File: src/rtl/sdram_arbiter_if.sv
// sdram_arbiter_if: groups the requester-side handshake and the memory_controller
// command/response signals shared by sdram_arbiter and its surroundings.
//
// Handshake semantics (one place, applies to every requester lane i):
//   req_valid[i] is raised with req_we/req_addr/req_din/req_wdm lane i stable and held
//   until req_ready[i] pulses for exactly one cycle; the request is accepted in that
//   cycle. Dropping req_valid[i] before req_ready[i] withdraws the request silently.
//   rsp_valid[i] is a one-cycle pulse carrying read data on rsp_data; there is no
//   backpressure on responses. mc_read/mc_write/mc_refresh are one-cycle strobes and
//   the controller answers each one by raising mc_busy until the operation is done.
interface sdram_arbiter_if #(
  parameter int NUM_REQ = 3
);
  logic [NUM_REQ-1:0]    req_valid;
  logic [NUM_REQ-1:0]    req_we;
  logic [NUM_REQ*22-1:0] req_addr;
  logic [NUM_REQ*16-1:0] req_din;
  logic [NUM_REQ*2-1:0]  req_wdm;
  logic [NUM_REQ-1:0]    req_ready;
  logic [NUM_REQ-1:0]    rsp_valid;
  logic [15:0]           rsp_data;
  logic                  mc_read;
  logic                  mc_write;
  logic                  mc_refresh;
  logic [21:0]           mc_addr;
  logic [15:0]           mc_din;
  logic [1:0]            mc_wdm;
  logic [15:0]           mc_dout;
  logic                  mc_busy;

  // Arbiter side: consumes requests and controller status, drives grants and commands.
  modport slave (
    input  req_valid, req_we, req_addr, req_din, req_wdm, mc_dout, mc_busy,
    output req_ready, rsp_valid, rsp_data,
           mc_read, mc_write, mc_refresh, mc_addr, mc_din, mc_wdm
  );

  // Fabric/controller side: issues requests and answers commands.
  modport master (
    output req_valid, req_we, req_addr, req_din, req_wdm, mc_dout, mc_busy,
    input  req_ready, rsp_valid, rsp_data,
           mc_read, mc_write, mc_refresh, mc_addr, mc_din, mc_wdm
  );
endinterface

File: src/rtl/sdram_arbiter.sv
// sdram_arbiter: shares one memory_controller port among NUM_REQ requesters.
// Periodic auto-refresh has top priority; requesters are served round-robin.
// Every operation runs IDLE -> ISSUE -> WAIT_BUSY -> WAIT_DONE -> IDLE, and all
// outputs are registered.
//
// Optional feature macro: SDRAM_ARB_FIXED_PRIO_EN
//   defined   : requester 0 wins whenever it is valid; round-robin only among 1..NUM_REQ-1
//   undefined : pure round-robin over all NUM_REQ requesters
// o_state exposes the FSM state (0 IDLE, 1 ISSUE, 2 WAIT_BUSY, 3 WAIT_DONE).
module sdram_arbiter #(
  parameter int NUM_REQ        = 3,
  parameter int REFRESH_CYCLES = 420
) (
  input  logic                 clk,
  input  logic                 reset,
  sdram_arbiter_if.slave       bus,
  output logic                 refresh_overrun,
  output logic                 protocol_err,
  output logic [1:0]           o_state
);

`ifdef SDRAM_ARB_FIXED_PRIO_EN
  localparam bit FIXED_PRIO = 1'b1;
`else
  localparam bit FIXED_PRIO = 1'b0;
`endif

  localparam int               PTR_W    = $clog2(NUM_REQ);
  localparam int               CNT_W    = $clog2(REFRESH_CYCLES);
  localparam logic [CNT_W-1:0] CNT_LAST = CNT_W'(REFRESH_CYCLES - 1);
  localparam logic [PTR_W-1:0] PTR_INIT = PTR_W'(NUM_REQ - 1);

  typedef enum logic [1:0] {
    S_IDLE      = 2'd0,
    S_ISSUE     = 2'd1,
    S_WAIT_BUSY = 2'd2,
    S_WAIT_DONE = 2'd3
  } state_e;

  typedef enum logic [1:0] {
    OP_READ    = 2'd0,
    OP_WRITE   = 2'd1,
    OP_REFRESH = 2'd2
  } op_e;

  // FSM and latched operation
  state_e             r_state,     w_state_nxt;
  op_e                r_op,        w_op_nxt;
  logic [PTR_W-1:0]   r_rr_ptr,    w_rr_ptr_nxt;
  logic [PTR_W-1:0]   r_owner,     w_owner_nxt;
  logic [21:0]        r_addr,      w_addr_nxt;
  logic [15:0]        r_din,       w_din_nxt;
  logic [1:0]         r_wdm,       w_wdm_nxt;
  logic               r_wait,      w_wait_nxt;

  // Registered outputs
  logic [NUM_REQ-1:0] r_req_ready, w_req_ready_nxt;
  logic [NUM_REQ-1:0] r_rsp_valid, w_rsp_valid_nxt;
  logic [15:0]        r_rsp_data,  w_rsp_data_nxt;
  logic               r_mc_read,   w_mc_read_nxt;
  logic               r_mc_write,  w_mc_write_nxt;
  logic               r_mc_refresh, w_mc_refresh_nxt;
  logic               r_protocol_err, w_protocol_err_nxt;

  // Refresh timer
  logic [CNT_W-1:0]   r_ref_cnt;
  logic               r_ref_pending;
  logic               r_refresh_overrun;
  logic               w_ref_wrap;
  logic               w_ref_take;

  // Arbitration result
  logic               w_any_valid;
  logic [PTR_W-1:0]   w_winner;

  // Requester index reached by stepping 'step' places past 'base', wrapping at NUM_REQ.
  function automatic logic [PTR_W-1:0] rr_index(input logic [PTR_W-1:0] base,
                                                input int               step);
    int sum;
    sum = int'(base) + step;
    if (sum >= NUM_REQ) sum = sum - NUM_REQ;
    return PTR_W'(sum);
  endfunction

  assign w_ref_wrap = (r_ref_cnt == CNT_LAST);

  // Refresh interval counter; a wrap posts a refresh, a wrap on an unserved one is an overrun.
  always_ff @(posedge clk) begin
    if (reset) begin
      r_ref_cnt         <= '0;
      r_ref_pending     <= 1'b0;
      r_refresh_overrun <= 1'b0;
    end else begin
      r_ref_cnt <= w_ref_wrap ? '0 : r_ref_cnt + 1'b1;
      if (w_ref_wrap) begin
        r_ref_pending <= 1'b1;
        if (r_ref_pending && !w_ref_take) r_refresh_overrun <= 1'b1;
      end else if (w_ref_take) begin
        r_ref_pending <= 1'b0;
      end
    end
  end

  // Winner search: starts one past the last winner; requester 0 may jump the queue.
  always_comb begin
    w_any_valid = 1'b0;
    w_winner    = '0;
    if (FIXED_PRIO && bus.req_valid[0]) begin
      w_any_valid = 1'b1;
    end else begin
      for (int k = 1; k <= NUM_REQ; k++) begin
        if (!w_any_valid && bus.req_valid[rr_index(r_rr_ptr, k)] &&
            !(FIXED_PRIO && (rr_index(r_rr_ptr, k) == '0))) begin
          w_any_valid = 1'b1;
          w_winner    = rr_index(r_rr_ptr, k);
        end
      end
    end
  end

  // Next-state and next-output logic for the command FSM.
  always_comb begin
    w_state_nxt        = r_state;
    w_op_nxt           = r_op;
    w_rr_ptr_nxt       = r_rr_ptr;
    w_owner_nxt        = r_owner;
    w_addr_nxt         = r_addr;
    w_din_nxt          = r_din;
    w_wdm_nxt          = r_wdm;
    w_wait_nxt         = r_wait;
    w_req_ready_nxt    = '0;
    w_rsp_valid_nxt    = '0;
    w_rsp_data_nxt     = r_rsp_data;
    w_mc_read_nxt      = 1'b0;
    w_mc_write_nxt     = 1'b0;
    w_mc_refresh_nxt   = 1'b0;
    w_protocol_err_nxt = r_protocol_err;
    w_ref_take         = 1'b0;

    case (r_state)
      S_IDLE: begin
        // A busy controller (power-up init or an op left over from reset) blocks issue.
        if (!bus.mc_busy) begin
          if (r_ref_pending) begin
            w_ref_take  = 1'b1;
            w_op_nxt    = OP_REFRESH;
            w_state_nxt = S_ISSUE;
          end else if (w_any_valid) begin
            w_op_nxt                  = bus.req_we[w_winner] ? OP_WRITE : OP_READ;
            w_owner_nxt               = w_winner;
            w_rr_ptr_nxt              = w_winner;
            w_addr_nxt                = bus.req_addr[22*w_winner +: 22];
            w_din_nxt                 = bus.req_din[16*w_winner +: 16];
            w_wdm_nxt                 = bus.req_wdm[2*w_winner +: 2];
            w_req_ready_nxt[w_winner] = 1'b1;
            w_state_nxt               = S_ISSUE;
          end
        end
      end

      S_ISSUE: begin
        w_mc_read_nxt    = (r_op == OP_READ);
        w_mc_write_nxt   = (r_op == OP_WRITE);
        w_mc_refresh_nxt = (r_op == OP_REFRESH);
        w_wait_nxt       = 1'b0;
        w_state_nxt      = S_WAIT_BUSY;
      end

      S_WAIT_BUSY: begin
        // The controller gets two cycles to acknowledge the strobe with mc_busy.
        if (bus.mc_busy) begin
          w_state_nxt = S_WAIT_DONE;
        end else if (r_wait) begin
          w_protocol_err_nxt = 1'b1;
          w_state_nxt        = S_IDLE;
        end else begin
          w_wait_nxt = 1'b1;
        end
      end

      S_WAIT_DONE: begin
        if (!bus.mc_busy) begin
          w_state_nxt = S_IDLE;
          if (r_op == OP_READ) begin
            w_rsp_data_nxt           = bus.mc_dout;
            w_rsp_valid_nxt[r_owner] = 1'b1;
          end
        end
      end

      default: w_state_nxt = S_IDLE;
    endcase
  end

  // State, latched operation and registered outputs.
  always_ff @(posedge clk) begin
    if (reset) begin
      r_state        <= S_IDLE;
      r_op           <= OP_READ;
      r_rr_ptr       <= PTR_INIT;
      r_owner        <= '0;
      r_addr         <= '0;
      r_din          <= '0;
      r_wdm          <= '0;
      r_wait         <= 1'b0;
      r_req_ready    <= '0;
      r_rsp_valid    <= '0;
      r_rsp_data     <= '0;
      r_mc_read      <= 1'b0;
      r_mc_write     <= 1'b0;
      r_mc_refresh   <= 1'b0;
      r_protocol_err <= 1'b0;
    end else begin
      r_state        <= w_state_nxt;
      r_op           <= w_op_nxt;
      r_rr_ptr       <= w_rr_ptr_nxt;
      r_owner        <= w_owner_nxt;
      r_addr         <= w_addr_nxt;
      r_din          <= w_din_nxt;
      r_wdm          <= w_wdm_nxt;
      r_wait         <= w_wait_nxt;
      r_req_ready    <= w_req_ready_nxt;
      r_rsp_valid    <= w_rsp_valid_nxt;
      r_rsp_data     <= w_rsp_data_nxt;
      r_mc_read      <= w_mc_read_nxt;
      r_mc_write     <= w_mc_write_nxt;
      r_mc_refresh   <= w_mc_refresh_nxt;
      r_protocol_err <= w_protocol_err_nxt;
    end
  end

  assign bus.req_ready   = r_req_ready;
  assign bus.rsp_valid   = r_rsp_valid;
  assign bus.rsp_data    = r_rsp_data;
  assign bus.mc_read     = r_mc_read;
  assign bus.mc_write    = r_mc_write;
  assign bus.mc_refresh  = r_mc_refresh;
  assign bus.mc_addr     = r_addr;
  assign bus.mc_din      = r_din;
  assign bus.mc_wdm      = r_wdm;
  assign refresh_overrun = r_refresh_overrun;
  assign protocol_err    = r_protocol_err;
  assign o_state         = r_state;

endmodule

File: src/flat_wrapper.sv
// flat-port wrapper written by rule: the top's interface ports become plain ports
module sdram_arbiter_flat 
#(
  parameter int NUM_REQ        = 3,
  parameter int REFRESH_CYCLES = 420
)
  (clk, reset, refresh_overrun, protocol_err, o_state, bus_req_valid, bus_req_we, bus_req_addr, bus_req_din, bus_req_wdm, bus_mc_dout, bus_mc_busy, bus_req_ready, bus_rsp_valid, bus_rsp_data, bus_mc_read, bus_mc_write, bus_mc_refresh, bus_mc_addr, bus_mc_din, bus_mc_wdm);
  sdram_arbiter_if #(.NUM_REQ(NUM_REQ)) bus_i ();
  input  logic clk;
  input  logic reset;
  output logic refresh_overrun;
  output logic protocol_err;
  output logic [1:0] o_state;
  input wire logic [$bits(bus_i.req_valid)-1:0] bus_req_valid;
  input wire logic [$bits(bus_i.req_we)-1:0] bus_req_we;
  input wire logic [$bits(bus_i.req_addr)-1:0] bus_req_addr;
  input wire logic [$bits(bus_i.req_din)-1:0] bus_req_din;
  input wire logic [$bits(bus_i.req_wdm)-1:0] bus_req_wdm;
  input wire logic [$bits(bus_i.mc_dout)-1:0] bus_mc_dout;
  input wire logic [$bits(bus_i.mc_busy)-1:0] bus_mc_busy;
  output wire logic [$bits(bus_i.req_ready)-1:0] bus_req_ready;
  output wire logic [$bits(bus_i.rsp_valid)-1:0] bus_rsp_valid;
  output wire logic [$bits(bus_i.rsp_data)-1:0] bus_rsp_data;
  output wire logic [$bits(bus_i.mc_read)-1:0] bus_mc_read;
  output wire logic [$bits(bus_i.mc_write)-1:0] bus_mc_write;
  output wire logic [$bits(bus_i.mc_refresh)-1:0] bus_mc_refresh;
  output wire logic [$bits(bus_i.mc_addr)-1:0] bus_mc_addr;
  output wire logic [$bits(bus_i.mc_din)-1:0] bus_mc_din;
  output wire logic [$bits(bus_i.mc_wdm)-1:0] bus_mc_wdm;
  assign bus_i.req_valid = bus_req_valid;
  assign bus_i.req_we = bus_req_we;
  assign bus_i.req_addr = bus_req_addr;
  assign bus_i.req_din = bus_req_din;
  assign bus_i.req_wdm = bus_req_wdm;
  assign bus_i.mc_dout = bus_mc_dout;
  assign bus_i.mc_busy = bus_mc_busy;
  assign bus_req_ready = bus_i.req_ready;
  assign bus_rsp_valid = bus_i.rsp_valid;
  assign bus_rsp_data = bus_i.rsp_data;
  assign bus_mc_read = bus_i.mc_read;
  assign bus_mc_write = bus_i.mc_write;
  assign bus_mc_refresh = bus_i.mc_refresh;
  assign bus_mc_addr = bus_i.mc_addr;
  assign bus_mc_din = bus_i.mc_din;
  assign bus_mc_wdm = bus_i.mc_wdm;
  sdram_arbiter #(.NUM_REQ(NUM_REQ), .REFRESH_CYCLES(REFRESH_CYCLES)) u_core (.clk(clk), .reset(reset), .bus(bus_i), .refresh_overrun(refresh_overrun), .protocol_err(protocol_err), .o_state(o_state));
endmodule
File: config.mk
export PLATFORM = sky130hd
export DESIGN_NAME = sdram_arbiter_flat
export DESIGN_NICKNAME = d
export VERILOG_FILES = /design/src/rtl/sdram_arbiter_if.sv /design/src/rtl/sdram_arbiter.sv /design/src/flat_wrapper.sv
export SDC_FILE = /design/constraint.sdc
export NUM_CORES = 1
export LEC_CHECK = 0
export CORE_ASPECT_RATIO = 0.7
export CORE_UTILIZATION = 34
export CTS_CLUSTER_DIAMETER = 50
export DETAILED_ROUTE_END_ITERATION = 10
export PLACE_DENSITY = 0.78
export SETUP_SLACK_MARGIN = 0.05
export SLEW_MARGIN = 20
export SYNTH_ARGS = -nofsm -noshare
export SYNTH_HDL_FRONTEND = slang
export SYNTH_SLANG_ARGS = --single-unit
File: constraint.sdc
create_clock -name clk -period 2.5 [get_ports clk]
set_clock_uncertainty 0.05 [all_clocks]
set_input_delay 0.375 -clock clk [delete_from_list [all_inputs] [get_ports clk]]
set_output_delay 0.375 -clock clk [all_outputs]
set_load 0.03 [all_outputs]
==> flow_metrics.env <==
export IMPL_synth_cells=549
export IMPL_status="finished, final reports clean"
export IMPL_grt_max_degree=43
export IMPL_busiest_layer="met2"
export IMPL_synth_main_ff_cell="dfxtp_1"
export IMPL_reg2reg_depth=9
export IMPL_synth_top_area_cell="dfxtp_1"
export IMPL_rsz0062_at_grt="false"
export IMPL_io_pins=214
export IMPL_first_global_vias=5658
export IMPL_core_area_mm2=0.0142
export IMPL_grt_overflow_total=0
export IMPL_synth_area_top_cells="dfxtp_1 34%, a221oi_2 12%, o211ai_2 9.4%"
export IMPL_antenna_found_initial=0
export IMPL_cp_data_arrival_time_ps=2550
export IMPL_worstMarginPinSlew_ps=593
export IMPL_initial_core_util_pct=35.7
export IMPL_std_cell_rows=36
export IMPL_clk_latency_ps=330
export IMPL_clock_sinks=85
export IMPL_synth_seq_area_share_pct=33.5
export IMPL_setup_slack_ps=110
export IMPL_fin_nets=919
export IMPL_holdPathStages=2
export IMPL_slowest_stage="or3b_4"
export IMPL_vdd_drop_max_mv=0.410
export IMPL_cts_buffers=9
export IMPL_grt_pass1_wl_um=29400
export IMPL_crit_chain="inv_2, ha_4, buf_4, buf_4, or3b_4, buf_8, and2_1, a221oi_4, o211ai_2"
export IMPL_grtUsageMet1_pct=30.7
export IMPL_cp_common_cell="buf_4"
export IMPL_report_final_setup_viol=0
export IMPL_start_kind="flop"
export IMPL_dpl_worst_slack_ps=-127
export IMPL_grt_usage_pct=24.0
export IMPL_diodes=0
export IMPL_wl_um=19800
export IMPL_die_area_mm2=0.0154
export IMPL_use_met2_pct=38.8
export IMPL_wire_per_inst_um=20.5
export IMPL_synth_top_area_share_pct=33.5
export IMPL_route_detailed_drc=0
export IMPL_dpl_hpwl_um=13300
export IMPL_clkTransAtPathRegs_ps=60
export IMPL_min_period_over_period_pct=95.6
export IMPL_critPathMaxFanout=26
export IMPL_fmax_mhz=418
export IMPL_synthTopCellsByCount="89 x nand3_1, 85 x dfxtp_1, 41 x and2_1, 41 x clkbuf_1, 41 x nand2_1"
export IMPL_syn_cell_area_mm2=0.00508
export IMPL_vias=5465
export IMPL_synth_most_common_cell="nand3_1"
export IMPL_gp_congestion=0.923
export IMPL_hold_buffers=0
export IMPL_drt_pre_antenna_iters=5
export IMPL_grtUsageMet3_pct=6.32
export IMPL_drv_slew=0
export IMPL_numPortBuffers=213
export IMPL_min_path_type="reg2reg"
export IMPL_slew_headroom_pct=59.9
export IMPL_synth_edf_count=0
export IMPL_cp_data_required_time_ps=2660
export IMPL_cts_root_buf="clkbuf_16"
export IMPL_hold_violations=0
export IMPL_ys_ff_latch=85
export IMPL_period_minus_slack_ps=2390
export IMPL_nFillCells=1212
export IMPL_maxCapViolations=0
export IMPL_syn_nets=699
export IMPL_p_per_area_mw_per_mm2=847
export IMPL_layout_drive_gt1_share_pct=21.7
export IMPL_clock_path_buffers=2
export IMPL_final_antenna_net_count=0
export IMPL_areaGrowthSynthToFinish_pct=63.6
export IMPL_hold_ws_ps=402
export IMPL_cp_end_kind="flop"
export IMPL_drt_first_iter_violations=285
export IMPL_dieWidth_um=148
export IMPL_power_leakage_nw=2.93
export IMPL_fp_dieH_um=104
export IMPL_h_tree_depth=3
export IMPL_synth_cell_types=50
export IMPL_criticalPathCategory="reg2reg"
export IMPL_slowest_delay_ps=420
export IMPL_vias_per_cell=5.67
export IMPL_syn_area_per_cell_um2=9.25
export IMPL_async_reset_ff_share_pct=0
export IMPL_yosysWarnings=0
export IMPL_tritoncts="built"
## layer usage
| metal | routed length, um | part of all wire [%] |
|---|---|---|
| met5 | 0 | 0 |
| met2 | 9170 | 46 |
| met4 | 300 | 1.5 |
| met3 | 1590 | 8.0 |
| met1 | 8730 | 44 |
## registers in the layout, indices dropped and copies added, names as in the netlist, 2 cells and up
register / count
u_core.bus.mc_addr: 22
u_core.bus.mc_din: 16
u_core.bus.rsp_data: 16
u_core.r_ref_cnt: 9
u_core.bus.req_ready: 3
u_core.bus.rsp_valid: 3
u_core.bus.mc_wdm: 2
u_core.o_state: 2
u_core.r_op: 2
u_core.r_owner: 2
## placed cells by master (no fill, tap or decap), types with 3 or more instances in the layout
master           count
nor2_1              16
clkdlybuf4s50_1    213
a21oi_1             22
nor2b_1              3
xor2_1               5
dfxtp_1             83
and2_1              41
a221oi_2            27
nor4b_1             40
buf_6                4
and3_1               7
clkbuf_16           13
buf_4               33
nor4_1               3
ha_1                 4
nand3_1             89
o21ai_0              4
a221oi_4            13
o211ai_1             3
or3_4                3
nand2_1             40
o211ai_2            38
buf_12              10
## cell type report
cell class              count  area [um2]  share of cell area [%]
repair buffers            266        2770                    33.3
inverters                   5        18.8                   0.226
flip-flops and latches     85        1700                    20.5
clock inverters             3        20.0                   0.241
clock buffers              13         260                    3.13
well taps                 190         238                    2.86
multi-input cells         402        3300                    39.7
## report_power, final
part	switching [mW]	internal, mW	leakage [nW]
Clock	0.558	0.728	0.132
Sequential	0.149	1.57	0.692
Combinational	2.18	1.86	2.11
## kinds of logic after synthesis
kind of cell	synth area share (%)
AO/OA/AOI/OAI	27.3
XOR/XNOR	1.21
adder cells (fa/ha/maj)	1.23
buffers and inverters	6.41
flip-flops	33.5
multiplexers	0.813
AND/OR/NAND/NOR	29.5
## worst max-delay path, delay by kind of cell, from the launching register on
family | cells | cell delay (ps)
AO/OA/AOI/OAI | 2 | 390
adder cells (fa/ha/maj) | 1 | 280
buffers and inverters | 4 | 570
flip-flops | 1 | 350
AND/OR/NAND/NOR | 2 | 620
## timing repair
| action | 4_1_cts | 5_1_grt |
|---|---|---|
| setup buffers | 5 | 1 |
| resized for setup | 7 | 27 |
| setup endpoints to repair | 40 | 45 |
| endpoints found under the hold margin | 0 | 0 |
| cloned | 1 | 6 |
| pin swaps | 3 | 4 |
## stage by stage
| step | area [um2] | total power [mW] | cells | setup TNS [ps] | util (%) |
|---|---|---|---|---|---|
| floorplan | 5100 | 3.88 | 549 | 0 | - |
| global placement | 7640 | 5.10 | 935 | -754 | 53.6 |
| detailed placement | 7640 | 5.20 | 935 | -3640 | 53.6 |
| CTS | 8000 | 6.65 | 957 | 0 | 56.2 |
| global route | 8310 | 7.35 | 964 | 0 | 58.4 |
| finish | 8310 | 7.04 | 964 | 0 | 58.4 |
## final timing paths
path | startpoint | to | slack (ps)
worst min register to register | u_core.bus.rsp_data[6] | u_core.bus.rsp_data[6] | 400
worst max register to register | u_core.r_rr_ptr[1] | u_core.bus.mc_addr[18] | 110
worst max-delay path | u_core.r_rr_ptr[1] | u_core.bus.mc_addr[18] | 110
worst min-delay path | u_core.bus.rsp_data[6] | u_core.bus.rsp_data[6] | 400
Power figures use the tool's default switching activity.
